**src/rtl/fx_switch_ctrl.sv**
```systemverilog
// Click-free effect selector: debounces a new effect request, fades the stereo
// output to silence, swaps the effect select while muted, then fades back up.
module fx_switch_ctrl #(
  parameter int WIDTH     = 16,
  parameter int DEBOUNCE  = 4,
  parameter int RAMP_STEP = 32
) (
  input  logic             clock,
  input  logic             reset,
  input  logic             sample_tick,
  input  logic [3:0]       sel_req,
  input  logic [WIDTH-1:0] leftin,
  input  logic [WIDTH-1:0] rightin,
  output logic [3:0]       sel_fx,
  output logic [WIDTH-1:0] leftout,
  output logic [WIDTH-1:0] rightout,
  output logic             busy
);

  localparam int CW = $clog2(DEBOUNCE + 1);
  localparam int PW = WIDTH + 10;
  localparam logic [8:0] STEP  = 9'(RAMP_STEP);
  localparam logic [8:0] LIMIT = 9'(256 - RAMP_STEP);
  localparam logic [8:0] UNITY = 9'd256;

  typedef enum logic [2:0] {
    IDLE,
    DEB,
    FADE_OUT,
    SWAP,
    FADE_IN
  } state_t;

  state_t                state;
  logic [8:0]            gain;
  logic [3:0]            cand;
  logic [CW-1:0]         cnt;
  logic                  legal;
  logic signed [PW-1:0]  lprod;
  logic signed [PW-1:0]  rprod;

  always_comb begin
    legal = 1'b0;
    case (sel_req)
      4'b0000, 4'b0001, 4'b0010, 4'b0100, 4'b1000: legal = 1'b1;
      default: legal = 1'b0;
    endcase
  end

  // Gain is zero-extended so the product stays signed; 256 is exact unity.
  always_comb begin
    lprod = PW'($signed(leftin))  * PW'($signed({1'b0, gain}));
    rprod = PW'($signed(rightin)) * PW'($signed({1'b0, gain}));
  end

  always_ff @(posedge clock) begin
    if (reset) begin
      state    <= IDLE;
      gain     <= UNITY;
      cand     <= '0;
      cnt      <= '0;
      sel_fx   <= '0;
      leftout  <= '0;
      rightout <= '0;
      busy     <= 1'b0;
    end else if (sample_tick) begin
      leftout  <= WIDTH'(lprod >>> 8);
      rightout <= WIDTH'(rprod >>> 8);
      unique case (state)
        IDLE: begin
          if (legal && sel_req != sel_fx) begin
            cand  <= sel_req;
            cnt   <= CW'(1);
            busy  <= 1'b1;
            state <= (DEBOUNCE == 1) ? FADE_OUT : DEB;
          end
        end
        DEB: begin
          if (!legal || sel_req == sel_fx) begin
            state <= IDLE;
            busy  <= 1'b0;
          end else if (sel_req == cand) begin
            cnt <= cnt + CW'(1);
            if (cnt == CW'(DEBOUNCE - 1)) state <= FADE_OUT;
          end else begin
            cand <= sel_req;
            cnt  <= CW'(1);
          end
        end
        FADE_OUT: begin
          if (gain <= STEP) begin
            gain  <= '0;
            state <= SWAP;
          end else begin
            gain <= gain - STEP;
          end
        end
        SWAP: begin
          sel_fx <= cand;
          state  <= FADE_IN;
        end
        FADE_IN: begin
          if (gain >= LIMIT) begin
            gain  <= UNITY;
            state <= IDLE;
            busy  <= 1'b0;
          end else begin
            gain <= gain + STEP;
          end
        end
        default: state <= IDLE;
      endcase
    end
  end

endmodule
```
**config.mk**
```make
export PLATFORM = sky130hd
export DESIGN_NAME = fx_switch_ctrl
export DESIGN_NICKNAME = d
export VERILOG_FILES = /design/src/rtl/fx_switch_ctrl.sv
export SDC_FILE = /design/constraint.sdc
export NUM_CORES = 1
export LEC_CHECK = 0
export BUFFER_PORTS_ARGS = -buffer_cell sky130_fd_sc_hd__buf_2
export CAP_MARGIN = 20
export CORE_UTILIZATION = 25
export DETAILED_ROUTE_END_ITERATION = 8
export PLACE_DENSITY_LB_ADDON = 0.1
export SLEW_MARGIN = 20
export SYNTH_ARGS = -nofsm -noshare
export SYNTH_HDL_FRONTEND = slang
export SYNTH_SLANG_ARGS = --single-unit
```
**constraint.sdc**
```tcl
create_clock -name clock -period 8.5 [get_ports clock]
set_input_delay 1.275 -clock clock [delete_from_list [all_inputs] [get_ports clock]]
set_output_delay 1.275 -clock clock [all_outputs]
set_load 0.02 [all_outputs]
```
==> metrics.txt, run 1 <==
# TYPE chip_impl_metric gauge
chip_impl_metric{name="dp_worst_setup_slack",unit="ns"} 2.69
chip_impl_metric{name="ir_drop",unit="V"} 0.000100
chip_impl_info{name="synthFlopType",value="sky130_fd_sc_hd__dfxtp_1"} 1
chip_impl_info{name="worst_path_dominant_cell_family",value="adder cells"} 1
chip_impl_metric{name="1st_pass_router_iterations",unit=""} 4
chip_impl_metric{name="totalNegativeSetupSlack",unit="ns"} 0
chip_impl_metric{name="power-per-cell-area",unit="nW/µm²"} 190
chip_impl_info{name="worst_setup_path_startpoint",value="rightin[6]"} 1
chip_impl_metric{name="finalNetCount",unit=""} 1447
chip_impl_metric{name="drc",unit=""} 0
chip_impl_metric{name="share_of_flip_flops_with_an_asynchronous_set_or_reset",unit=""} 0
chip_impl_metric{name="critical_path_peak_fanout",unit=""} 7
chip_impl_metric{name="worst_path_clk_slew",unit="ns"} 0.09
chip_impl_metric{name="detailroute.via_count",unit=""} 6884
chip_impl_metric{name="finalHoldViolCount",unit=""} 0
chip_impl_metric{name="cell_depth_of_the_worst_setup_path",unit=""} 15
chip_impl_metric{name="grt_first_pass_wirelength",unit="µm"} 38400
chip_impl_metric{name="synthesized_netlist_cell_count",unit=""} 998
chip_impl_metric{name="drt_wirelength",unit="µm"} 22400
chip_impl_metric{name="finalSetupViolCount",unit=""} 0
chip_impl_metric{name="antenna_violating_nets_post_route",unit=""} 0
chip_impl_metric{name="worst_r2r_path_depth",unit=""} 15
chip_impl_metric{name="cp_data_arrival_time",unit="ns"} 5.62
chip_impl_metric{name="synth_edf_count",unit=""} 0
chip_impl_metric{name="n_antenna_cell",unit=""} 0
chip_impl_metric{name="viasPerCell",unit=""} 4.24
chip_impl_metric{name="post_synth_instance_area",unit="µm²"} 9420
chip_impl_metric{name="clock_latency",unit="ns"} 0.32
chip_impl_metric{name="power.static_leakage",unit="nW"} 5.35
chip_impl_metric{name="tritoncts_num_sinks",unit=""} 51
chip_impl_metric{name="worst_path_largest_cell_delay",unit="ns"} 0.57
chip_impl_info{name="min_path_type",value="reg2reg"} 1
chip_impl_info{name="clk_root_buffer_cell",value="sky130_fd_sc_hd__clkbuf_16"} 1
chip_impl_metric{name="max-cap-violations",unit=""} 0
chip_impl_metric{name="cts_htree_levels",unit=""} 2
chip_impl_info{name="crit_top_cell",value="sky130_fd_sc_hd__fa_1"} 1
chip_impl_info{name="path_cells",value="buf_2, and2_1, ha_1, fa_1, fa_1, fa_1, fa_1, ha_1, a21oi_1, o21ai_1, a2111oi_2, o311ai_1, a21oi_1, xor2_1, o21ai_0"} 1
chip_impl_metric{name="number_of_antenna_violations_at_the_first_check_in_global_routing",unit=""} 0
chip_impl_metric{name="synth_warnings",unit=""} 0
chip_impl_metric{name="die-area",unit="µm²"} 38500
chip_impl_metric{name="number_of_i_o_pins",unit=""} 76
chip_impl_metric{name="syn2layout_area_growth",unit="%"} 14.0
chip_impl_info{name="critPathSlowestCell",value="sky130_fd_sc_hd__fa_1"} 1
chip_impl_metric{name="fmax",unit="MHz"} 184
chip_impl_metric{name="synthesis.area_per_instance",unit="µm²"} 9.44
chip_impl_metric{name="holdBufCountCts",unit=""} 0
chip_impl_metric{name="fp.dieH",unit="µm"} 196
chip_impl_info{name="timing.rr.end",value="leftout[8]"} 1
chip_impl_metric{name="portBuffers",unit=""} 75
chip_impl_metric{name="clk_path_buf_depth",unit=""} 2
chip_impl_info{name="run_status",value="finished, final reports clean"} 1
chip_impl_metric{name="post_cts.resized_instances",unit=""} 0
chip_impl_metric{name="ys_seq_elements",unit=""} 51
chip_impl_info{name="cts_tree",value="yes"} 1
chip_impl_metric{name="cp_num_buf_inv",unit=""} 1
chip_impl_info{name="timing.setup.critical_path_class",value="in2reg"} 1
chip_impl_metric{name="core.rowCount",unit=""} 70
chip_impl_metric{name="place_area",unit="µm²"} 10600
chip_impl_metric{name="regToRegSetupSlack",unit="ns"} 3.22
chip_impl_metric{name="grtUsageTotal",unit=""} 0.125
chip_impl_metric{name="period_minus_slack",unit="ns"} 5.43
chip_impl_metric{name="grt_pass1_vias",unit=""} 7353
chip_impl_info{name="unrepaired_setup_endpoints_after_global_routing",value="no"} 1
chip_impl_metric{name="post-route-period-util",unit=""} 0.639
chip_impl_metric{name="postLayoutCellArea",unit="µm²"} 10700
chip_impl_metric{name="total_power",unit="W"} 0.00204
chip_impl_metric{name="cts_buffers",unit=""} 5
chip_impl_metric{name="clock-skew-final",unit="ns"} 0.0115
chip_impl_metric{name="initial_utilization",unit=""} 0.256
chip_impl_info{name="cp-start-kind",value="primary input"} 1
chip_impl_info{name="endpoint",value="rightout[14]"} 1
chip_impl_metric{name="drt_first_iter_violations",unit=""} 161
chip_impl_metric{name="floorplan.core_area",unit="µm²"} 36900
chip_impl_metric{name="global_route.overflow_total",unit=""} 0
chip_impl_metric{name="final-instance-count-excl-fill",unit=""} 1622
chip_impl_metric{name="drive_above_1_share",unit=""} 0.109
chip_impl_metric{name="slew_viol_final",unit=""} 0
chip_impl_metric{name="die_w",unit="µm"} 196
chip_impl_metric{name="critPathRequiredTime",unit="ns"} 8.68
chip_impl_metric{name="dp.final_hpwl",unit="µm"} 18600
chip_impl_metric{name="synth_cell_type_count",unit=""} 78
chip_impl_metric{name="max_slew_margin",unit=""} 0.493
chip_impl_metric{name="grt_max_degree",unit=""} 49
chip_impl_metric{name="gp_congestion",unit=""} 0.780
chip_impl_info{name="critPathCaptureType",value="register"} 1
chip_impl_metric{name="post-route-worst-setup-slack",unit="ns"} 3.07
chip_impl_metric{name="post_cts.repair.setup_buffers",unit=""} 0
chip_impl_metric{name="seq_area_frac_synth",unit=""} 0.108
chip_impl_metric{name="slew_at_the_pin_closest_to_its_max_slew_limit",unit="ns"} 0.760
chip_impl_metric{name="num-fill-cells",unit=""} 3975
chip_impl_metric{name="routed_wl_per_cell",unit="µm"} 13.8
chip_impl_info{name="regToRegStartpoint",value="gain[8]"} 1
chip_impl_metric{name="dp_cells",unit=""} 1614
[worst reg2reg max path, cell delays in order (launching register included)]
cell	delay (ns)
sky130_fd_sc_hd__dfxtp_1	0.63
sky130_fd_sc_hd__buf_4	0.41
sky130_fd_sc_hd__and2_1	0.19
sky130_fd_sc_hd__ha_1	0.25
sky130_fd_sc_hd__fa_1	0.52
sky130_fd_sc_hd__fa_1	0.44
sky130_fd_sc_hd__fa_1	0.53
sky130_fd_sc_hd__fa_1	0.43
sky130_fd_sc_hd__ha_1	0.36
sky130_fd_sc_hd__a21oi_1	0.16
sky130_fd_sc_hd__o21a_1	0.19
sky130_fd_sc_hd__o211ai_1	0.19
sky130_fd_sc_hd__and2_1	0.21
sky130_fd_sc_hd__a21oi_1	0.24
sky130_fd_sc_hd__nor4b_1	0.09
sky130_fd_sc_hd__a311o_1	0.33
[worst min-delay path by stage]
| stage | cells after the start | end | start | slack, ns |
|---|---|---|---|---|
| floorplan | 2 | cnt[2] | cnt[2] | 0.45 |
| global placement | 2 | leftout[14] | leftout[14] | 0.44 |
| detailed placement | 2 | leftout[14] | leftout[14] | 0.45 |
| CTS | 2 | leftout[14] | leftout[14] | 0.47 |
| global route | 2 | rightout[1] | rightout[1] | 0.49 |
| finish | 2 | leftout[14] | leftout[14] | 0.46 |
[synthesized netlist by cell type (all sizes together), types with 4 or more instances]
library cell / n / area (µm²)
nand2: 44 / 165
o21ai: 30 / 154
xor2: 17 / 149
xnor2: 21 / 184
a32oi: 4 / 35.0
a21o: 8 / 67.6
nor4b: 5 / 43.8
o21bai: 4 / 30.0
a211oi: 12 / 130
a2111oi: 4 / 53.8
nand3: 18 / 90.1
clkbuf: 44 / 165
nor3: 12 / 71.3
or2: 4 / 25.0
nor2: 53 / 199
ha: 171 / 2140
buf: 11 / 51.3
dfxtp: 51 / 1020
mux2i: 16 / 160
or3: 6 / 37.5
nand2b: 7 / 46.3
a31oi: 6 / 52.6
inv: 93 / 349
nand4: 8 / 50.1
o21a: 6 / 45.0
and2: 124 / 777
fa: 120 / 2400
o311ai: 4 / 35.0
and3: 5 / 31.3
o211ai: 7 / 52.6
a21oi: 33 / 173
[flip-flops by register name, indices dropped and copies added (netlist names)]
name and flops:
cand 4, state 3, busy 1, sel_fx 4, leftout 16, gain 4
cnt 3, rightout 16
[cell usage in the layout, fill, tap and decap left out, types with 7 or more instances in the layout]
master and n:
sky130_fd_sc_hd__a211oi_1 7, sky130_fd_sc_hd__a21o_1 7, sky130_fd_sc_hd__a21oi_1 31, sky130_fd_sc_hd__and2_1 123
sky130_fd_sc_hd__buf_2 75, sky130_fd_sc_hd__buf_4 8, sky130_fd_sc_hd__conb_1 86, sky130_fd_sc_hd__dfxtp_1 51
sky130_fd_sc_hd__fa_1 120, sky130_fd_sc_hd__ha_1 171, sky130_fd_sc_hd__inv_1 92, sky130_fd_sc_hd__mux2i_1 16
sky130_fd_sc_hd__nand2_1 44, sky130_fd_sc_hd__nand3_1 18, sky130_fd_sc_hd__nand4_1 8, sky130_fd_sc_hd__nor2_1 53
sky130_fd_sc_hd__nor3_1 11, sky130_fd_sc_hd__o211ai_1 7, sky130_fd_sc_hd__o21ai_0 25, sky130_fd_sc_hd__xnor2_1 21
sky130_fd_sc_hd__xor2_1 17
[per-layer routing]
metal / wire (µm) / vias to the layer above / part of all wire / track usage
met4: 233 / 0 / 0.010 / 0.0220
met2: 10800 / 62 / 0.48 / 0.214
li1: - / 3533 / - / -
met5: 0 / - / 0 / 0
met1: 10900 / 3275 / 0.49 / 0.171
met3: 482 / 14 / 0.021 / 0.0134
[per-stage QoR]
step,hold WS [ns],util
after floorplan,0.446,-
after global placement,0.441,0.287
after detailed placement,0.448,0.287
after CTS,0.467,0.291
after global routing,0.491,0.291
final,0.459,0.291
[logic make-up (layout without fill, tap and decap cells)]
logic type               Yosys count  count (layout)  synth area share
AO/OA/AOI/OAI                    147             147             0.117
adder cells (fa/ha/maj)          292             292             0.483
AND/OR/NAND/NOR                  303             303             0.178
flip-flops                        51              51             0.108
multiplexers                      17              17            0.0182
buffers and inverters            148             184            0.0600
XOR/XNOR                          38              38            0.0353
other                              2              86          0.000797
[power breakdown]
part / switching (W) / total (W) / internal (W)
Sequential: 0.0000432 / 0.000347 / 0.000304
Combinational: 0.000862 / 0.00146 / 0.000598
Clock: 0.000118 / 0.000230 / 0.000113
Total: 0.00102 / 0.00204 / 0.00101
[cell type report]
cell class,instances,area [µm²],area share
Tap cell,504,631,0.0587
Timing Repair Buffer,83,435,0.0405
Sequential cell,51,1020,0.0950
Multi-Input combinational cell,883,8150,0.759
Inverter,93,349,0.0325
Clock inverter,3,27.5,0.00256
Clock buffer,5,125,0.0116
(Power assumes the default switching activity.)
==> run 2, diff against run 1 <==
--- a/config.mk
+++ b/config.mk
@@ -5,6 +5,7 @@
 export SDC_FILE = /design/constraint.sdc
 export NUM_CORES = 1
 export LEC_CHECK = 0
+export ABC_AREA = 1
 export BUFFER_PORTS_ARGS = -buffer_cell sky130_fd_sc_hd__buf_2
 export CAP_MARGIN = 20
 export CORE_UTILIZATION = 25
==> constraint.sdc (replaced) <==
create_clock -name clock -period 4.9 [get_ports clock]
set_input_delay 0.735 -clock clock [delete_from_list [all_inputs] [get_ports clock]]
set_output_delay 0.735 -clock clock [all_outputs]
set_load 0.02 [all_outputs]
==> run 2 against run 1 <==
Against the previous run: hold slack improved by 0.027 ns; first-iteration DRC count up 89%; largest power group unchanged; critical path depth is 6 higher.
==> metrics.txt, run 2 <==
# TYPE chip_impl_metric gauge
chip_impl_info{name="run_status",value="finished, final reports clean"} 1
chip_impl_metric{name="number_of_i_o_pins",unit=""} 76
chip_impl_info{name="clk_root_buffer_cell",value="sky130_fd_sc_hd__clkbuf_16"} 1
chip_impl_metric{name="critical_path_peak_fanout",unit=""} 23
chip_impl_metric{name="finalNetCount",unit=""} 2049
chip_impl_metric{name="comb_power_share",unit=""} 0.853
chip_impl_metric{name="min_path_cells",unit=""} 2
chip_impl_metric{name="max_slew_margin",unit=""} 0.539
chip_impl_metric{name="critPathRequiredTime",unit="ns"} 5.13
chip_impl_info{name="min_path_type",value="reg2reg"} 1
chip_impl_info{name="cp-start-kind",value="register"} 1
chip_impl_metric{name="ys_seq_elements",unit=""} 51
chip_impl_metric{name="slew_viol_final",unit=""} 0
chip_impl_info{name="netlist_top_cells_area",value="sky130_fd_sc_hd__fa_1 22%, sky130_fd_sc_hd__ha_1 20%, sky130_fd_sc_hd__nand2_1 15%"} 1
chip_impl_metric{name="drt_first_iter_violations",unit=""} 305
chip_impl_metric{name="antenna_violating_nets_post_route",unit=""} 0
chip_impl_metric{name="yosysTopAreaCellShare",unit=""} 0.223
chip_impl_info{name="final_cell_mix",value="441 x sky130_fd_sc_hd__nand2_1, 373 x sky130_fd_sc_hd__inv_1, 171 x sky130_fd_sc_hd__ha_1, 146 x sky130_fd_sc_hd__nor2_1, 120 x sky130_fd_sc_hd__fa_1"} 1
chip_impl_metric{name="clock_latency",unit="ns"} 0.32
chip_impl_info{name="worst_hold_path.endpoint",value="sel_fx[0]"} 1
chip_impl_info{name="netlist_top_cells_count",value="441 x sky130_fd_sc_hd__nand2_1, 373 x sky130_fd_sc_hd__inv_1, 171 x sky130_fd_sc_hd__ha_1"} 1
chip_impl_info{name="synthFlopType",value="sky130_fd_sc_hd__dfxtp_1"} 1
chip_impl_metric{name="regToRegSetupSlack",unit="ns"} 0.38
chip_impl_metric{name="die_w",unit="µm"} 210
chip_impl_metric{name="post_synth_instance_area",unit="µm²"} 10800
chip_impl_metric{name="number_of_antenna_violations_at_the_first_check_in_global_routing",unit=""} 2
chip_impl_metric{name="finalHoldViolCount",unit=""} 0
chip_impl_metric{name="synth_warnings",unit=""} 0
chip_impl_metric{name="ir_drop",unit="V"} 0.000197
chip_impl_metric{name="clk_path_buf_depth",unit=""} 2
chip_impl_metric{name="detailroute.via_count",unit=""} 9091
chip_impl_metric{name="seq_area_frac_synth",unit=""} 0.0947
chip_impl_metric{name="synth_cell_type_count",unit=""} 37
chip_impl_metric{name="drc",unit=""} 0
chip_impl_metric{name="finalSetupViolCount",unit=""} 0
chip_impl_metric{name="share_of_flip_flops_with_an_asynchronous_set_or_reset",unit=""} 0
chip_impl_metric{name="dp.final_hpwl",unit="µm"} 24900
chip_impl_metric{name="post_cts.resized_instances",unit=""} 0
chip_impl_metric{name="1st_pass_router_iterations",unit=""} 4
chip_impl_metric{name="fmax",unit="MHz"} 221
chip_impl_metric{name="gp_congestion",unit=""} 0.846
chip_impl_metric{name="holdBufCountCts",unit=""} 0
chip_impl_metric{name="grt_first_pass_wirelength",unit="µm"} 46500
chip_impl_metric{name="synthesis.area_per_instance",unit="µm²"} 6.79
chip_impl_metric{name="grt_max_degree",unit=""} 35
chip_impl_metric{name="drt_wirelength",unit="µm"} 28500
chip_impl_info{name="biggestRegsByFlops",value="leftout: 16 flops, rightout: 16 flops"} 1
chip_impl_metric{name="synthesized_netlist_cell_count",unit=""} 1589
chip_impl_info{name="critPathCaptureType",value="register"} 1
chip_impl_metric{name="routed_wl_per_cell",unit="µm"} 12.6
chip_impl_metric{name="cts_htree_levels",unit=""} 2
chip_impl_info{name="crit_top_cell",value="sky130_fd_sc_hd__inv_1"} 1
chip_impl_metric{name="initial_utilization",unit=""} 0.255
chip_impl_info{name="unrepaired_setup_endpoints_after_global_routing",value="no"} 1
chip_impl_metric{name="power-per-cell-area",unit="nW/µm²"} 648
chip_impl_info{name="worst_path_dominant_cell_family",value="adder cells"} 1
chip_impl_metric{name="clock-skew-final",unit="ns"} 0.00758
chip_impl_metric{name="slew_at_the_pin_closest_to_its_max_slew_limit",unit="ns"} 0.692
chip_impl_metric{name="grt_pass1_vias",unit=""} 9271
chip_impl_metric{name="period_minus_slack",unit="ns"} 4.52
chip_impl_metric{name="max-cap-violations",unit=""} 0
chip_impl_metric{name="syn2layout_area_growth",unit="%"} 14.0
chip_impl_metric{name="tritoncts_num_sinks",unit=""} 51
chip_impl_metric{name="worst_path_largest_cell_delay",unit="ns"} 0.57
chip_impl_info{name="hp-start",value="sel_fx[0]"} 1
chip_impl_info{name="synth_top_cell_by_area",value="sky130_fd_sc_hd__fa_1"} 1
chip_impl_metric{name="fp.dieH",unit="µm"} 210
chip_impl_metric{name="core.rowCount",unit=""} 75
chip_impl_metric{name="global_route.overflow_total",unit=""} 0
chip_impl_metric{name="die-area",unit="µm²"} 44000
chip_impl_metric{name="p_sw",unit="W"} 0.00462
chip_impl_metric{name="portBuffers",unit=""} 75
chip_impl_metric{name="drive_above_1_share",unit=""} 0.0756
chip_impl_metric{name="power.clock.fraction",unit=""} 0.062
chip_impl_metric{name="post-route-period-util",unit=""} 0.923
chip_impl_metric{name="cell_depth_of_the_worst_setup_path",unit=""} 21
chip_impl_metric{name="worst_path_clk_slew",unit="ns"} 0.08
chip_impl_metric{name="synth_edf_count",unit=""} 0
chip_impl_info{name="synthMostInstantiatedCell",value="sky130_fd_sc_hd__nand2_1"} 1
chip_impl_metric{name="cp_num_buf_inv",unit=""} 7
chip_impl_info{name="cts_tree",value="yes"} 1
chip_impl_info{name="regToRegStartpoint",value="gain[8]"} 1
chip_impl_metric{name="post_cts.repair.setup_buffers",unit=""} 0
chip_impl_info{name="worst_setup_path_startpoint",value="gain[8]"} 1
chip_impl_metric{name="hold-worst-slack",unit="ns"} 0.485
chip_impl_info{name="path_cells",value="buf_12, buf_4, nand2_1, inv_1, ha_1, inv_1, fa_1, fa_1, fa_1, inv_1, ha_1, ha_1, nand2_1, nor2_1, inv_1, nor2_1, nand2_1, nand4_1, nand3_1, nand2_1, inv_1"} 1
chip_impl_metric{name="p_int",unit="W"} 0.00334
chip_impl_metric{name="worst_r2r_path_depth",unit=""} 21
chip_impl_info{name="timing.rr.end",value="rightout[13]"} 1
chip_impl_metric{name="floorplan.core_area",unit="µm²"} 42200
chip_impl_metric{name="viasPerCell",unit=""} 4.02
chip_impl_info{name="timing.setup.critical_path_class",value="reg2reg"} 1
chip_impl_metric{name="grtUsageTotal",unit=""} 0.133
chip_impl_metric{name="share_seq_of_total_power",unit=""} 0.085
chip_impl_metric{name="power.static_leakage",unit="nW"} 7.85
chip_impl_metric{name="switching_share",unit=""} 0.580
chip_impl_metric{name="cp_data_arrival_time",unit="ns"} 4.75
chip_impl_metric{name="cts_buffers",unit=""} 5
chip_impl_info{name="critPathSlowestCell",value="sky130_fd_sc_hd__dfxtp_1"} 1
chip_impl_info{name="final_common_cell",value="sky130_fd_sc_hd__nand2_1"} 1
chip_impl_metric{name="totalNegativeSetupSlack",unit="ns"} 0
[run 2: cell types whose count changed after synthesis, sizes merged, moves of 6 or more]
cell and delta:
inv +288, or3 -6, o21a -6, xor2 -6
nor2 +101, nand2 +406, a31oi -6, nand2b -7
a211oi -11, and2 -124, a21oi +8, xnor2 -17
mux2i -16, nand3 +66
[run 2: layout make-up]
| cell class | instances | area (µm²) |
|---|---|---|
| Fill cell | 4757 | 29900 |
| Antenna cell | 2 | 5.00 |
| Inverter | 382 | 1430 |
| Clock buffer | 5 | 125 |
| Multi-Input combinational cell | 1190 | 8440 |
| Tap cell | 539 | 674 |
| Timing Repair Buffer | 89 | 531 |
| Sequential cell | 51 | 1020 |
| Clock inverter | 3 | 67.6 |
[run 2: worst max path at each step]
stage | to | slack (ns)
6_report | rightout[13] | 0.38
5_1_grt | leftout[11] | 0.02
4_1_cts | rightout[13] | 0.29
3_5_place_dp | leftout[11] | 0.15
3_3_place_gp | leftout[11] | 0.18
2_1_floorplan | rightout[11] | 0.66
[run 2: logic make-up after synthesis]
family / share of synthesized area
DFF: 0.0947
and+or+nand+nor: 0.272
adders and majority gates: 0.421
other: 0.000697
AOI/OAI and AO/OA: 0.0472
buffers and inverters: 0.152
xor gates and xnor gates: 0.0122
[run 2: through the flow]
stage / util / std cells / setup WS (ns) / power, W / cell area, µm²
final: 0.291 / 2261 / 0.378 / 0.00797 / 12300
after global routing: 0.291 / 2259 / 0.0155 / 0.00914 / 12300
after CTS: 0.291 / 2259 / 0.285 / 0.00812 / 12300
after detailed placement: 0.286 / 2251 / 0.148 / 0.00756 / 12100
after global placement: 0.286 / 2251 / 0.177 / 0.00759 / 12100
after floorplan: - / 1673 / 0.659 / 0.00564 / 11100
[run 2: worst reg2reg max path: stages (launching register included)]
cell	delay [ns]
sky130_fd_sc_hd__dfxtp_1	0.57
sky130_fd_sc_hd__buf_12	0.25
sky130_fd_sc_hd__buf_4	0.17
sky130_fd_sc_hd__nand2_1	0.05
sky130_fd_sc_hd__inv_1	0.05
sky130_fd_sc_hd__ha_1	0.22
sky130_fd_sc_hd__inv_1	0.07
sky130_fd_sc_hd__fa_1	0.42
sky130_fd_sc_hd__fa_1	0.47
sky130_fd_sc_hd__fa_1	0.51
sky130_fd_sc_hd__inv_1	0.04
sky130_fd_sc_hd__ha_1	0.26
sky130_fd_sc_hd__ha_1	0.43
sky130_fd_sc_hd__nand2_1	0.11
sky130_fd_sc_hd__nor2_1	0.15
sky130_fd_sc_hd__inv_1	0.06
sky130_fd_sc_hd__nor2_1	0.18
sky130_fd_sc_hd__nand2_1	0.13
sky130_fd_sc_hd__nand4_1	0.10
sky130_fd_sc_hd__nand3_1	0.09
sky130_fd_sc_hd__nand2_1	0.09
sky130_fd_sc_hd__inv_1	0.03
[run 2: metal layers]
layer / part of all wire / GRT usage / up-vias / routed length (µm)
met3: 0.015 / 0.0132 / 13 / 426
met1: 0.45 / 0.158 / 4127 / 12900
met2: 0.52 / 0.253 / 49 / 14800
met4: 0.014 / 0.0325 / 0 / 407
met5: 0 / 0 / - / 0
li1: - / - / 4902 / -
[run 2: power groups by stage]
stage	combinational [W]	sequential [W]	clock (W)
after floorplan	0.00486	0.000780	0
final	0.00680	0.000678	0.000491
after global routing	0.00791	0.000698	0.000530
after global placement	0.00689	0.000695	0
after CTS	0.00692	0.000688	0.000517
after detailed placement	0.00686	0.000697	0
==> run 3, diff against run 2 <==
--- a/config.mk
+++ b/config.mk
@@ -8,6 +8,7 @@
 export ABC_AREA = 1
 export BUFFER_PORTS_ARGS = -buffer_cell sky130_fd_sc_hd__buf_2
 export CAP_MARGIN = 20
+export CORE_ASPECT_RATIO = 0.6
 export CORE_UTILIZATION = 25
 export DETAILED_ROUTE_END_ITERATION = 8
 export PLACE_DENSITY_LB_ADDON = 0.1
==> run 3 against run 2 <==
Against the previous run: combinational power shrank 0.6%; setup slack gained 0.082 ns; via count grew 0.13%; maximum frequency grew 1.8%; routed wire length shrank 2.3%; sequential cell count is the same; global-route usage grew 0.15 points; hold slack gained 0.0094 ns; critical endpoint is now leftout[11]; largest cell class unchanged; highest routed layer unchanged.
==> metrics.txt, run 3 (synthesized netlist as in run 2, its figures left out) <==
# TYPE chip_impl_metric gauge
chip_impl_info{name="final_common_cell",value="sky130_fd_sc_hd__nand2_1"} 1
chip_impl_metric{name="syn2layout_area_growth",unit="%"} 13.6
chip_impl_metric{name="post_cts.repair.setup_buffers",unit=""} 0
chip_impl_metric{name="post_cts.resized_instances",unit=""} 0
chip_impl_metric{name="drt_first_iter_violations",unit=""} 317
chip_impl_metric{name="cp_data_arrival_time",unit="ns"} 4.66
chip_impl_info{name="timing.setup.critical_path_class",value="reg2reg"} 1
chip_impl_metric{name="grtUsageTotal",unit=""} 0.134
chip_impl_metric{name="hold-worst-slack",unit="ns"} 0.495
chip_impl_metric{name="number_of_i_o_pins",unit=""} 76
chip_impl_info{name="clk_root_buffer_cell",value="sky130_fd_sc_hd__clkbuf_16"} 1
chip_impl_metric{name="portBuffers",unit=""} 75
chip_impl_metric{name="finalHoldViolCount",unit=""} 0
chip_impl_metric{name="worst_path_largest_cell_delay",unit="ns"} 0.54
chip_impl_metric{name="holdBufCountCts",unit=""} 0
chip_impl_metric{name="fp.dieH",unit="µm"} 163
chip_impl_metric{name="power-per-cell-area",unit="nW/µm²"} 641
chip_impl_info{name="critPathSlowestCell",value="sky130_fd_sc_hd__fa_1"} 1
chip_impl_metric{name="dp_worst_setup_slack",unit="ns"} 0.189
chip_impl_metric{name="cp_num_buf_inv",unit=""} 4
chip_impl_metric{name="worst_path_clk_slew",unit="ns"} 0.09
chip_impl_metric{name="number_of_antenna_violations_at_the_first_check_in_global_routing",unit=""} 0
chip_impl_metric{name="n_antenna_cell",unit=""} 0
chip_impl_metric{name="totalNegativeSetupSlack",unit="ns"} 0
chip_impl_metric{name="gp_congestion",unit=""} 0.840
chip_impl_info{name="final_cell_mix",value="441 x sky130_fd_sc_hd__nand2_1, 373 x sky130_fd_sc_hd__inv_1, 171 x sky130_fd_sc_hd__ha_1, 146 x sky130_fd_sc_hd__nor2_1, 120 x sky130_fd_sc_hd__fa_1"} 1
chip_impl_metric{name="period_minus_slack",unit="ns"} 4.44
chip_impl_metric{name="drc",unit=""} 0
chip_impl_info{name="unrepaired_setup_endpoints_after_global_routing",value="no"} 1
chip_impl_metric{name="slew_at_the_pin_closest_to_its_max_slew_limit",unit="ns"} 0.806
chip_impl_metric{name="global_route.overflow_total",unit=""} 0
chip_impl_info{name="min_path_type",value="reg2reg"} 1
chip_impl_metric{name="slew_viol_final",unit=""} 0
chip_impl_metric{name="clock_latency",unit="ns"} 0.32
chip_impl_metric{name="antenna_violating_nets_post_route",unit=""} 0
chip_impl_metric{name="finalNetCount",unit=""} 2043
chip_impl_metric{name="grt_max_degree",unit=""} 38
chip_impl_metric{name="floorplan.core_area",unit="µm²"} 42200
chip_impl_metric{name="die-area",unit="µm²"} 44000
chip_impl_metric{name="cts_htree_levels",unit=""} 2
chip_impl_metric{name="clk_path_buf_depth",unit=""} 2
chip_impl_metric{name="finalSetupViolCount",unit=""} 0
chip_impl_metric{name="fmax",unit="MHz"} 225
chip_impl_metric{name="grt_first_pass_wirelength",unit="µm"} 47400
chip_impl_metric{name="1st_pass_router_iterations",unit=""} 4
chip_impl_metric{name="initial_utilization",unit=""} 0.255
chip_impl_metric{name="core.rowCount",unit=""} 58
chip_impl_info{name="worst_path_dominant_cell_family",value="adder cells"} 1
chip_impl_metric{name="max-cap-violations",unit=""} 0
chip_impl_metric{name="grt_pass1_vias",unit=""} 9190
chip_impl_metric{name="max_slew_margin",unit=""} 0.463
chip_impl_info{name="cts_tree",value="yes"} 1
chip_impl_metric{name="dp.final_hpwl",unit="µm"} 24400
chip_impl_metric{name="critPathRequiredTime",unit="ns"} 5.12
chip_impl_metric{name="post-route-period-util",unit=""} 0.906
chip_impl_info{name="critPathCaptureType",value="register"} 1
chip_impl_metric{name="detailroute.via_count",unit=""} 9103
chip_impl_metric{name="cts_buffers",unit=""} 5
chip_impl_metric{name="tritoncts_num_sinks",unit=""} 51
chip_impl_metric{name="routed_wl_per_cell",unit="µm"} 12.2
chip_impl_metric{name="num-fill-cells",unit=""} 4784
chip_impl_metric{name="post-route-worst-setup-slack",unit="ns"} 0.460
chip_impl_metric{name="viasPerCell",unit=""} 3.99
chip_impl_info{name="biggestRegsByFlops",value="leftout: 16 flops, rightout: 16 flops"} 1
chip_impl_info{name="cp-start-kind",value="register"} 1
chip_impl_metric{name="power.static_leakage",unit="nW"} 7.81
chip_impl_metric{name="die_w",unit="µm"} 270
chip_impl_metric{name="critical_path_peak_fanout",unit=""} 16
chip_impl_metric{name="drive_above_1_share",unit=""} 0.0723
chip_impl_metric{name="drt_wirelength",unit="µm"} 27800
chip_impl_metric{name="ir_drop",unit="V"} 0.000260
chip_impl_info{name="run_status",value="finished, final reports clean"} 1
chip_impl_metric{name="clock-skew-final",unit="ns"} 0.0106
chip_impl_info{name="path_cells",value="buf_4, nand2_1, fa_1, inv_1, fa_1, fa_1, fa_1, ha_1, ha_1, nand2_1, nor2_1, inv_1, nor3_2, nand2_1, nand4_1, nand3_1, nand2_1, inv_1"} 1
## run 3: cell count changes in the layout (fill, tap and decap cells not counted)
cell                        delta
sky130_fd_sc_hd__buf_12        -1
sky130_fd_sc_hd__buf_4         -5
sky130_fd_sc_hd__bufinv_16     -1
sky130_fd_sc_hd__diode_2       -2
sky130_fd_sc_hd__inv_6         +1
## run 3: per-stage QoR
step                cell area (µm²)  power [W]  utilization  std cells
CTS                           12300    0.00798        0.290       2284
global placement              12100    0.00748        0.286       2276
floorplan                     11100    0.00564            -       1673
global route                  12300    0.00911        0.290       2284
finish                        12300    0.00785        0.290       2284
detailed placement            12100    0.00747        0.286       2276
## run 3: tightest hold or removal path: stages (launching register included)
cell and delay, ns:
sky130_fd_sc_hd__dfxtp_1 0.33, sky130_fd_sc_hd__inv_1 0.07, sky130_fd_sc_hd__a21oi_1 0.05
## run 3: final timing paths
path	cells past startpoint	end	from	slack (ns)
worst max-delay path	18	leftout[11]	gain[5]	0.46
worst min-delay path	2	sel_fx[1]	sel_fx[1]	0.49
worst max register to register	18	leftout[11]	gain[5]	0.46
worst min register to register	2	sel_fx[1]	sel_fx[1]	0.49
## run 3: report_power, final
group          internal, W  total [W]  switching (W)  leakage [nW]
logic              0.00242    0.00676        0.00433          7.30
registers         0.000562   0.000651      0.0000881         0.422
clock network     0.000244   0.000446       0.000202        0.0804
## run 3: routing by layer
metal | global-route usage | up-vias | share of wire
met1 | 0.199 | 4151 | 0.55
met2 | 0.215 | 52 | 0.43
li1 | - | 4891 | -
met5 | 0 | - | 0
met4 | 0.0194 | 0 | 0.0067
met3 | 0.0115 | 9 | 0.015
## run 3: cell type report
class                           count  area (µm²)  area share
Sequential cell                    51        1020      0.0833
Tap cell                          570         713      0.0582
Multi-Input combinational cell   1190        8440       0.689
Clock buffer                        5         125      0.0102
Timing Repair Buffer               83         473      0.0386
Clock inverter                      3        46.3     0.00378
Inverter                          382        1430       0.117
